--- src/rtl/condiciona_botoes.sv ---
// Button/confirm input conditioning: 2-FF sync, per-input debounce, single-press validation FSM.
// Define DEBOUNCE_BYPASS_EN to drop the debounce counters (stable level = synchroniser output).
module condiciona_botoes #(
    parameter int unsigned DEBOUNCE_CYCLES = 50000,
    parameter int unsigned CNT_W           = 16
) (
    input  logic       clock,
    input  logic       reset,
    input  logic [3:0] botoes,
    input  logic       confirma,
    input  logic       habilita,
    output logic [3:0] jogada,
    output logic       tem_jogada,
    output logic       jogada_invalida,
    output logic       confirma_pulso,
    output logic [3:0] db_botoes_estaveis,
    output logic [1:0] db_estado
);

    typedef enum logic [1:0] {
        OCIOSO        = 2'b00,
        DESABILITADO  = 2'b01,
        ESPERA_SOLTAR = 2'b10
    } estado_t;

    // bit 4 is the confirm key, bits 3:0 the play buttons
    logic [4:0] raw;
    logic [4:0] sync1;
    logic [4:0] sync2;
    logic [4:0] stable;

    assign raw = {confirma, botoes};

    always_ff @(posedge clock or negedge reset) begin
        if (!reset) begin
            sync1 <= '0;
            sync2 <= '0;
        end else begin
            sync1 <= raw;
            sync2 <= sync1;
        end
    end

`ifdef DEBOUNCE_BYPASS_EN
    assign stable = sync2;
`else
    localparam logic [CNT_W-1:0] CNT_LAST = CNT_W'(DEBOUNCE_CYCLES - 1);

    for (genvar g = 0; g < 5; g++) begin : g_debounce
        logic [CNT_W-1:0] cnt;
        logic             level;

        // level flips only after DEBOUNCE_CYCLES consecutive disagreeing samples
        always_ff @(posedge clock or negedge reset) begin
            if (!reset) begin
                cnt   <= '0;
                level <= 1'b0;
            end else if (sync2[g] == level) begin
                cnt <= '0;
            end else if (cnt == CNT_LAST) begin
                cnt   <= '0;
                level <= ~level;
            end else begin
                cnt <= cnt + 1'b1;
            end
        end

        assign stable[g] = level;
    end
`endif

    logic [3:0] bts;
    logic       um_so;

    assign bts   = stable[3:0];
    assign um_so = (bts != 4'b0000) && ((bts & (bts - 4'd1)) == 4'b0000);

    estado_t    estado;
    estado_t    estado_prox;
    logic [3:0] jogada_prox;
    logic       tem_prox;
    logic       invalida_prox;

    always_ff @(posedge clock or negedge reset) begin
        if (!reset) begin
            estado          <= OCIOSO;
            jogada          <= '0;
            tem_jogada      <= 1'b0;
            jogada_invalida <= 1'b0;
        end else begin
            estado          <= estado_prox;
            jogada          <= jogada_prox;
            tem_jogada      <= tem_prox;
            jogada_invalida <= invalida_prox;
        end
    end

    always_comb begin
        estado_prox   = estado;
        jogada_prox   = jogada;
        tem_prox      = 1'b0;
        invalida_prox = 1'b0;
        if (!habilita) begin
            estado_prox = DESABILITADO;
        end else begin
            case (estado)
                OCIOSO: begin
                    if (bts != 4'b0000) begin
                        estado_prox = ESPERA_SOLTAR;
                        if (um_so) begin
                            jogada_prox = bts;
                            tem_prox    = 1'b1;
                        end else begin
                            invalida_prox = 1'b1;
                        end
                    end
                end
                ESPERA_SOLTAR: begin
                    if (bts == 4'b0000) estado_prox = OCIOSO;
                end
                // re-enable never captures a button already held
                DESABILITADO: estado_prox = ESPERA_SOLTAR;
                default:      estado_prox = OCIOSO;
            endcase
        end
    end

    logic conf_prev;

    always_ff @(posedge clock or negedge reset) begin
        if (!reset) begin
            conf_prev      <= 1'b0;
            confirma_pulso <= 1'b0;
        end else begin
            conf_prev      <= stable[4];
            confirma_pulso <= stable[4] & ~conf_prev;
        end
    end

    assign db_botoes_estaveis = bts;
    assign db_estado          = estado;

endmodule
--- config.mk ---
export PLATFORM = sky130hd
export DESIGN_NAME = condiciona_botoes
export DESIGN_NICKNAME = d
export VERILOG_FILES = /design/src/rtl/condiciona_botoes.sv
export SDC_FILE = /design/constraint.sdc
export NUM_CORES = 1
export LEC_CHECK = 0
export BUFFER_PORTS_ARGS = -buffer_cell sky130_fd_sc_hd__buf_2
export CAP_MARGIN = 30
export CORE_MARGIN = 4
export CORE_UTILIZATION = 65
export DETAILED_ROUTE_END_ITERATION = 8
export GPL_ROUTABILITY_DRIVEN = 0
export PLACE_DENSITY = 0.83
export SLEW_MARGIN = 20
export SYNTH_ARGS = -nofsm -noshare
export SYNTH_HDL_FRONTEND = slang
export SYNTH_SLANG_ARGS = --single-unit
--- constraint.sdc ---
create_clock -name clock -period 3.5 [get_ports clock]
set_input_delay 0.175 -clock clock [delete_from_list [all_inputs] [get_ports clock]]
set_output_delay 0.175 -clock clock [all_outputs]
set_load 0.05 [all_outputs]
---- Word level (Yosys, flattened, before mapping) ----
Index checks and enable logic that the tools add are counted.
W data, S select, Z words.
word-level totals
  register bits ........................... 105
  latch bits .............................. 0
  RAM bits ................................ 0
  memory bits (read-only) ................. 0
  bits of input ports ..................... 8
  memories kept ........................... 0
cells by class
  add/subtract/negate cells ............... 6
  multipliers ............................. 0
  divide/modulo/power cells ............... 0
  magnitude comparators ................... 0
  equality and inequality tests ........... 14
  shift operators ......................... 0
  multiplexer cells ....................... 22
  bitwise operators ....................... 13
  reduce and logical (&&, ||, !) cells .... 12
operators by type and width
  cell                     count
  $mux W16                 10
  $add A16 B1 Y16 const B  5
  $eq A16 B16 Y1 const B   5
  $reduce_and A2 Y1        6
  $not A1 Y1               11
  $logic_not A4 Y1         2
  $mux W1                  8
  $mux W2                  3
  $ne A3 B3 Y1 const B     2
  $pmux W2 S3              1
  $eq A1 B1 Y1             5
  $and A4 B4 Y4            1
  $reduce_and A4 Y1        1
  $reduce_bool A4 Y1       1
  $sub A4 B1 Y4 const B    1
  $eq A2 B1 Y1 const B     1
  $eq A2 B2 Y1 const B     1
  $logic_not A2 Y1         1
  $and A1 B1 Y1            1
  $logic_and A1 B1 Y1      1

---- Longest topological paths before layout ----
Gate-level depths: netlist of the first run.
  word-level depth ........................ 8
  gate-level depth with buffers ........... 6

---- Worst setup path before layout of the first run ----
OpenSTA, ideal clock, no wires.
  path kind ............................... flip-flop to flip-flop
  start ................................... register estado[1], in the netlist db_estado[1]
  end ..................................... register jogada[3]
  data arrival time ....................... 1581 ps
  required time ........................... 3378 ps
  path slack .............................. 1797 ps
  stages on the path, launching flop included .. 6
  buffers on the path ..................... 1
  cells stage by stage .................... dfrtp_1 -> or3b_1 -> clkbuf_1 -> nor2_1 -> nand4_1 -> a32o_1
between the ends
  cells in the longest elaborated chain, start to end .. 2
ends and longest elaborated chain
  what                                RTL line  source
  start: declaration                  78        estado_t estado;
  start signal: assignment            91        estado <= estado_prox;
  $logic_not A2 Y1                    106       case (estado)
  $reduce_and A4 Y1 (no source line)  -
  end signal: assignment              92        jogada <= jogada_prox;
  end: declaration                    12        output logic [3:0] jogada,
Every way passes these cells.
A chain may end at the register's enable or synchronous reset.

---- Final worst setup path of the first run ----
  start ................................... register g_debounce[3].cnt[11]
  end ..................................... register g_debounce[3].cnt[4]
between the ends
  cells in the longest elaborated chain, start to end .. 3
ends and longest elaborated chain
  what                      RTL line  source
  start: declaration        50        logic [CNT_W-1:0] cnt;
  start signal: assignment  64        cnt <= cnt + 1'b1;
  $eq A16 B16 Y1            60        end else if (cnt == CNT_LAST) begin
  $mux W16                  60
  $mux W16                  58        end else if (sync2[g] == level) begin
Every way passes these cells.

==> metrics.md, run 1 <==
| Metric | Value |
|---|---|
| Vias in the first global route | 3,313 |
| Final Hold Fails | 0 |
| Setup CP Type | register to register |
| Count of cell types in the netlist | 38 |
| CP startpoint kind | register |
| Total global routing overflow | 0 |
| # diodes | 0 |
| Tcrit/Tclk final | 0.499 |
| Setup crit start | g_debounce[3].cnt[11]$_DFF_PN0_ |
| Mapped Nets | 491 |
| Met1 wire length | 3930 um |
| DR iter-0 viols | 193 |
| Post-Place Cell Area | 5050 um2 |
| WL met2 | 4240 um |
| Pwr dens | 387 nW/um2 |
| Fillers | 544 |
| Clock sink count | 105 |
| Crit path DAT | 1.98 ns |
| Max-slew violation count | 0 |
| Layout cells sized above 1 | 0.0961 |
| Overall power | 2.05 mW |
| Max Fclk | 573 MHz |
| DR WL/cell | 14.2 um |
| Rel. slew slack | 0.660 |
| Synth Area per Inst | 10.2 um2 |
| Met3 WL post-DR | 309 um |
| Starting Density | 0.670 |
| Total Wirelength | 8620 um |
| Worst reg2reg startpoint | g_debounce[3].cnt[11]$_DFF_PN0_ |
| Multi-input logic area | 2120 um2 |
| Residual DRC | 0 |
| Worst-case clock skew | 0.00975 ns |
| Via-to-Cell Ratio | 5.65 |
| CP max FO | 15 |
| Area growth, synth to finish | 8.84% |
| Worst-Skew Late Latency | 0.37 ns |
| Num CTS Buffers | 9 |
| Final non-filler cell area | 5320 um2 |
| Syn Std Cell Area | 4880 um2 |
| Post-route ant nets | 0 |
| PortBufs | 20 |
| WP data required | 3.74 ns |
| First-pass GRT wire length | 14,800 um |
| DP Wirelength | 5780 um |
| Top Ports | 21 |
| Yosys reg bits | 105 |
| Core area | 7290 um2 |
| Peak supply drop | 272 uV |
| Register Area | 2630 um2 |
| Largest net degree at the start of global routing | 44 |
| Chip width | 94.7 um |
| Status | finished clean |
| Hold Path Class | input port to async pin |
| Die area | 8970 um2 |
| Highest Signal Layer | met4 |
| Die H | 94.7 um |
| Register area share after synthesis | 0.538 |
| Slew @ Worst Pin | 0.509 ns |
| H-tree levels | 3 |
| CTS tree | yes |
| Leakage | 2.22 nW |
| DRT Pass-1 Iters | 4 |
| Max_cap viols | 0 |
| Clock Tree Buf Depth | 2 |
| Setup TNS | 0 ns |
| Routed vias | 3,440 |
| Initial antenna violation count | 0 |
| CTS Root Cell | clkbuf_8 |
| Post-CTS Setup Bufs | 0 |
| Tmin final | 1.74 ns |
| Gr usage total | 0.209 |
| Endpoints failing setup | 0 |
| Row count | 31 |
| RSZ-0062 raised after global routing | no |
| Synth warn | 0 |
| Mapped Cells | 478 |
| Crit. End Element | register |
| CTS clk-pin slew, worst paths | 0.09 ns |
| Net count, final | 518 |
state kept, by name (all words and copies together) (netlist names):
name / cells
conf_prev: 1
confirma_pulso: 1
db_estado: 2
g_debounce.cnt: 80
g_debounce.level: 5
jogada: 4
jogada_invalida: 1
sync1: 5
sync2: 5
tem_jogada: 1
cells in the mapped netlist:
cell,number,area share
nor3_1,22,0.023
nand4_1,22,0.028
o211ai_1,1,0.0015
o31ai_1,2,0.0031
ha_1,5,0.013
and4bb_2,1,0.0026
or2_0,1,0.0013
a21oi_1,6,0.0061
o21ai_1,1,0.0010
nor4_1,21,0.027
nor2_1,90,0.069
nor4bb_1,7,0.014
o21ai_0,4,0.0041
or2_4,1,0.0018
nand4_2,2,0.0051
and3_1,8,0.010
xnor2_1,56,0.10
nand3_4,1,0.0036
nor2b_1,1,0.0013
a211o_1,1,0.0018
buf_2,5,0.0051
mux2_2,5,0.012
clkbuf_1,5,0.0038
and4_1,1,0.0018
or2_2,1,0.0013
buf_4,4,0.0061
nand3_1,27,0.028
nand2_1,21,0.016
a211oi_1,1,0.0015
and2_1,3,0.0038
or3b_1,1,0.0018
xor2_1,17,0.030
or3_1,4,0.0051
or4_1,1,0.0015
inv_1,17,0.013
nor4b_1,4,0.0072
a32o_1,3,0.0061
dfrtp_1,105,0.54
worst paths after layout:
path	endpoint	slack [ns]	cells past startpoint
max in group asynchronous	g_debounce[4].cnt[5]$_DFF_PN0_	2.33	3
hold reg to reg	sync2[3]$_DFF_PN0_	0.36	0
setup reg to reg	g_debounce[3].cnt[4]$_DFF_PN0_	1.76	4
setup / recovery	g_debounce[3].cnt[4]$_DFF_PN0_	1.76	4
hold / removal	g_debounce[0].cnt[11]$_DFF_PN0_	0.32	2
min in group clock	sync2[3]$_DFF_PN0_	0.36	0
critical path, stage by stage, from the launching register on:
cell and delay (ns):
dfrtp_1 0.47, nor4b_1 0.40, nand4_1 0.21, nand2_1 0.43, nor2_1 0.11
per-stage QoR:
step,utilization,hold slack (ns),cells,worst slack [ns]
after floorplan,-,-0.121,478,1.80
after global placement,0.693,0.178,585,1.57
after detailed placement,0.693,0.181,585,1.49
after CTS,0.728,0.321,608,1.47
after global routing,0.729,0.363,609,1.49
final,0.729,0.320,609,1.76
repair_timing:
action                                 4_1_cts  5_1_grt
resized for setup                            0        0
endpoints found under the hold margin       47        0
hold buffers                                 7        0
layout make-up:
cell class | count | area share
timing repair buffer | 30 | 0.0367
clock inverter | 6 | 0.0111
tap | 99 | 0.0233
multi-input combinational | 342 | 0.399
sequential | 105 | 0.494
inverter | 17 | 0.0120
clock buffer | 10 | 0.0240
per-layer routing:
metal / vias up / GRT usage
met5: - / 0
met4: 0 / 0.0769
met3: 14 / 0.0462
met2: 51 / 0.348
met1: 1673 / 0.270
li1: 1702 / -
cells by family (layout without fill, tap and decap cells):
group / after synthesis / count (layout) / synth area share
AOI/OAI and AO/OA: 19 / 19 / 0.0254
xor gates and xnor gates: 73 / 73 / 0.131
adders and majority gates: 5 / 5 / 0.0128
buffers and inverters: 31 / 63 / 0.0282
DFF: 105 / 105 / 0.538
muxes: 5 / 5 / 0.0115
and+or+nand+nor: 240 / 240 / 0.253
power breakdown:
part           total, mW  internal, mW  leakage, nW  switching [mW]
Clock              0.719         0.327       0.0998           0.392
Combinational     0.0838        0.0273        0.693          0.0565
Sequential          1.25          1.23         1.43          0.0189
Total               2.05          1.59         2.22           0.467
cells in the final DEF, fill, tap and decap left out, types with 8 or more instances in the layout:
cell type	synthesis	routed
nand3_1	27	27
clkbuf_8	0	9
nand4_1	22	22
xor2_1	17	17
buf_2	5	19
nor4_1	21	21
dfrtp_1	105	105
and3_1	8	8
xnor2_1	56	56
inv_1	17	17
nand2_1	21	21
nor2_1	90	90
nor3_1	22	22
Power figures use the tool's default switching activity.
==> run 2: changes to the inputs <==
Settings changed: CORE_UTILIZATION 65 to 55, PLACE_DENSITY 0.83 to 0.75.
Clock period 3.5 ns to 1.5 ns, I/O delays scaled along.
==> run 2 against run 1 <==
The run now ends with setup timing left. Clock power grew to 2.6 times the previous value. Clock-buffer cell count shrank 1. Critical endpoint is now g_debounce[4].cnt[11]$_DFF_PN0_. Via count grew 12%. Highest routed layer unchanged. Non-clock buffer count grew 69.
==> metrics.md, run 2 (same netlist as run 1, synthesis figures left out) <==
| Metric | Value |
|---|---|
| Via-to-Cell Ratio | 5.62 (-0.56%) |
| Tcrit/Tclk final | 1.03 (+0.529) |
| Max reg flops | 80 (unchanged) |
| Max_cap viols | 0 (unchanged) |
| Met1 wire length | 4860 um (+24%) |
| Worst-case clock skew | 0.0122 ns (+0.00240 ns) |
| Slew @ Worst Pin | 0.425 ns (-0.0850 ns) |
| WL met2 | 5480 um (+29%) |
| Most common library cell in the layout ignoring fill and taps | dfrtp_1 |
| PortBufs | 20 (unchanged) |
| DP Wirelength | 6960 um (+20%) |
| Clock sink count | 105 (unchanged) |
| Worst-Skew Late Latency | 0.37 ns (about the same) |
| Setup crit start | g_debounce[4].cnt[7]$_DFF_PN0_ |
| R2R setup slack | -0.04 ns (-1.80 ns) |
| Setup TNS | -0.0431 ns (-0.0431 ns) |
| CTS tree | yes |
| # diodes | 0 (unchanged) |
| Pwr dens | 807 nW/um2 (+110%) |
| Die H | 102 um (+8.0%) |
| Routed vias | 3,859 (+12%) |
| DR iter-0 viols | 184 (-4.7%) |
| Fin Hold WS | 0.166 ns (-0.153 ns) |
| Initial antenna violation count | 0 (unchanged) |
| Setup CP Type | register to register |
| Leakage | 2.62 nW (+18%) |
| Total Wirelength | 11,000 um (+28%) |
| Hold Path Class | input port to async pin |
| Fillers | 596 (+9.6%) |
| Gr usage total | 0.201 (-0.00812) |
| Status | finished with violations |
| Num CTS Buffers | 9 (unchanged) |
| Top reg by flops | g_debounce.cnt |
| RSZ-0062 raised after global routing | yes |
| Layout cells sized above 1 | 0.318 (+0.222) |
| Final worst setup slack | -0.0419 ns (-1.80 ns) |
| Peak supply drop | 618 uV (+130%) |
| Vias in the first global route | 3,644 (+10%) |
| Clock Tree Buf Depth | 2 (unchanged) |
| Post-route ant nets | 0 (unchanged) |
| Tmin final | 1.54 ns (-0.203 ns) |
| Core area | 8680 um2 (+19%) |
| Worst reg2reg startpoint | g_debounce[4].cnt[7]$_DFF_PN0_ |
| Net count, final | 587 (+13%) |
| Row count | 34 (+9.7%) |
| DR WL/cell | 16.0 um (+13%) |
| WP data required | 1.76 ns (-1.98 ns) |
| Endpoints failing setup | 4 (+4) |
| Highest Signal Layer | met4 |
| Total global routing overflow | 0 (unchanged) |
| Die area | 10,500 um2 (+17%) |
| First-pass GRT wire length | 16,600 um (+13%) |
| Crit. End Element | register |
| CP max FO | 4 (-11) |
| Starting Density | 0.563 (-0.107) |
| Violated checks | setup timing |
| Area growth, synth to finish | 28.5% |
| CTS Root Cell | clkbuf_8 |
| Residual DRC | 0 (unchanged) |
| Top Ports | 21 (unchanged) |
| Max-slew violation count | 0 (unchanged) |
| Rel. slew slack | 0.717 (+0.0566) |
| Commonest cells after routing, fill and taps aside | dfrtp_1 (94), nor2_1 (77), buf_4 (65) |
| Largest net degree at the start of global routing | 42 (-4.5%) |
| Max Fclk | 649 MHz (+13%) |
| CTS clk-pin slew, worst paths | 0.10 ns (about the same) |
| Chip width | 102 um (+8.0%) |
| DRT Pass-1 Iters | 5 (+1) |
| Met3 WL post-DR | 390 um (+26%) |
| Final Hold Fails | 0 (unchanged) |
| CP startpoint kind | register |
| H-tree levels | 3 (unchanged) |
| Crit path DAT | 1.81 ns (-0.17 ns) |
run 2: area by class of cell:
cell class | instances | area (um2) | area share
well taps | 108 | 135 | 0.0215
clock buffers | 9 | 124 | 0.0197
multi-input cells | 342 | 2470 | 0.393
clock inverters | 7 | 83.8 | 0.0134
inverters | 17 | 63.8 | 0.0102
repair buffers | 99 | 761 | 0.121
flip-flops and latches | 105 | 2640 | 0.421
run 2: critical path, stage by stage (launching register included):
cell	delay, ns
dfrtp_1	0.42
nand4_1	0.21
buf_4	0.21
nor4_1	0.35
xnor2_1	0.18
nor2_1	0.07
run 2: path summary, 6_finish.rpt:
kind / end / depth (start not counted)
max in group asynchronous: g_debounce[4].cnt[7]$_DFF_PN0_ / 3
worst min register to register: sync2[1]$_DFF_PN0_ / 0
worst min-delay path: g_debounce[0].cnt[12]$_DFF_PN0_ / 2
worst max register to register: g_debounce[4].cnt[11]$_DFF_PN0_ / 5
worst max-delay path: g_debounce[4].cnt[11]$_DFF_PN0_ / 5
min in group clock: sync1[3]$_DFF_PN0_ / 2
run 2: stage by stage:
step	setup slack (ns)	utilization	total power [mW]	instance area (um2)	std cells
floorplan	-0.0708	-	3.07	4910	478
global placement	0.0453	0.634	3.21	5500	646
detailed placement	-0.0485	0.634	3.22	5500	646
CTS	-0.0557	0.667	5.06	5790	669
global route	-0.120	0.723	5.28	6280	687
finish	-0.0419	0.723	5.07	6280	687
run 2: where the power goes:
part,switching (mW),total (mW),internal (mW)
Sequential,0.0484,2.93,2.88
Combinational,0.171,0.304,0.133
Clock,1.03,1.84,0.804
run 2: repair_timing:
item,CTS,global route
pin swaps,0,36
endpoints found under the setup margin,6,77
resized for setup,3,78
hold endpoints to repair,35,0
hold buffers,7,0
buffers inserted,0,18
run 2: metal layers:
layer  track usage  up-vias
li1              -     1838
met1         0.268     1917
met2         0.326       79
met3        0.0382       25
met4        0.0797        0
met5             0        -
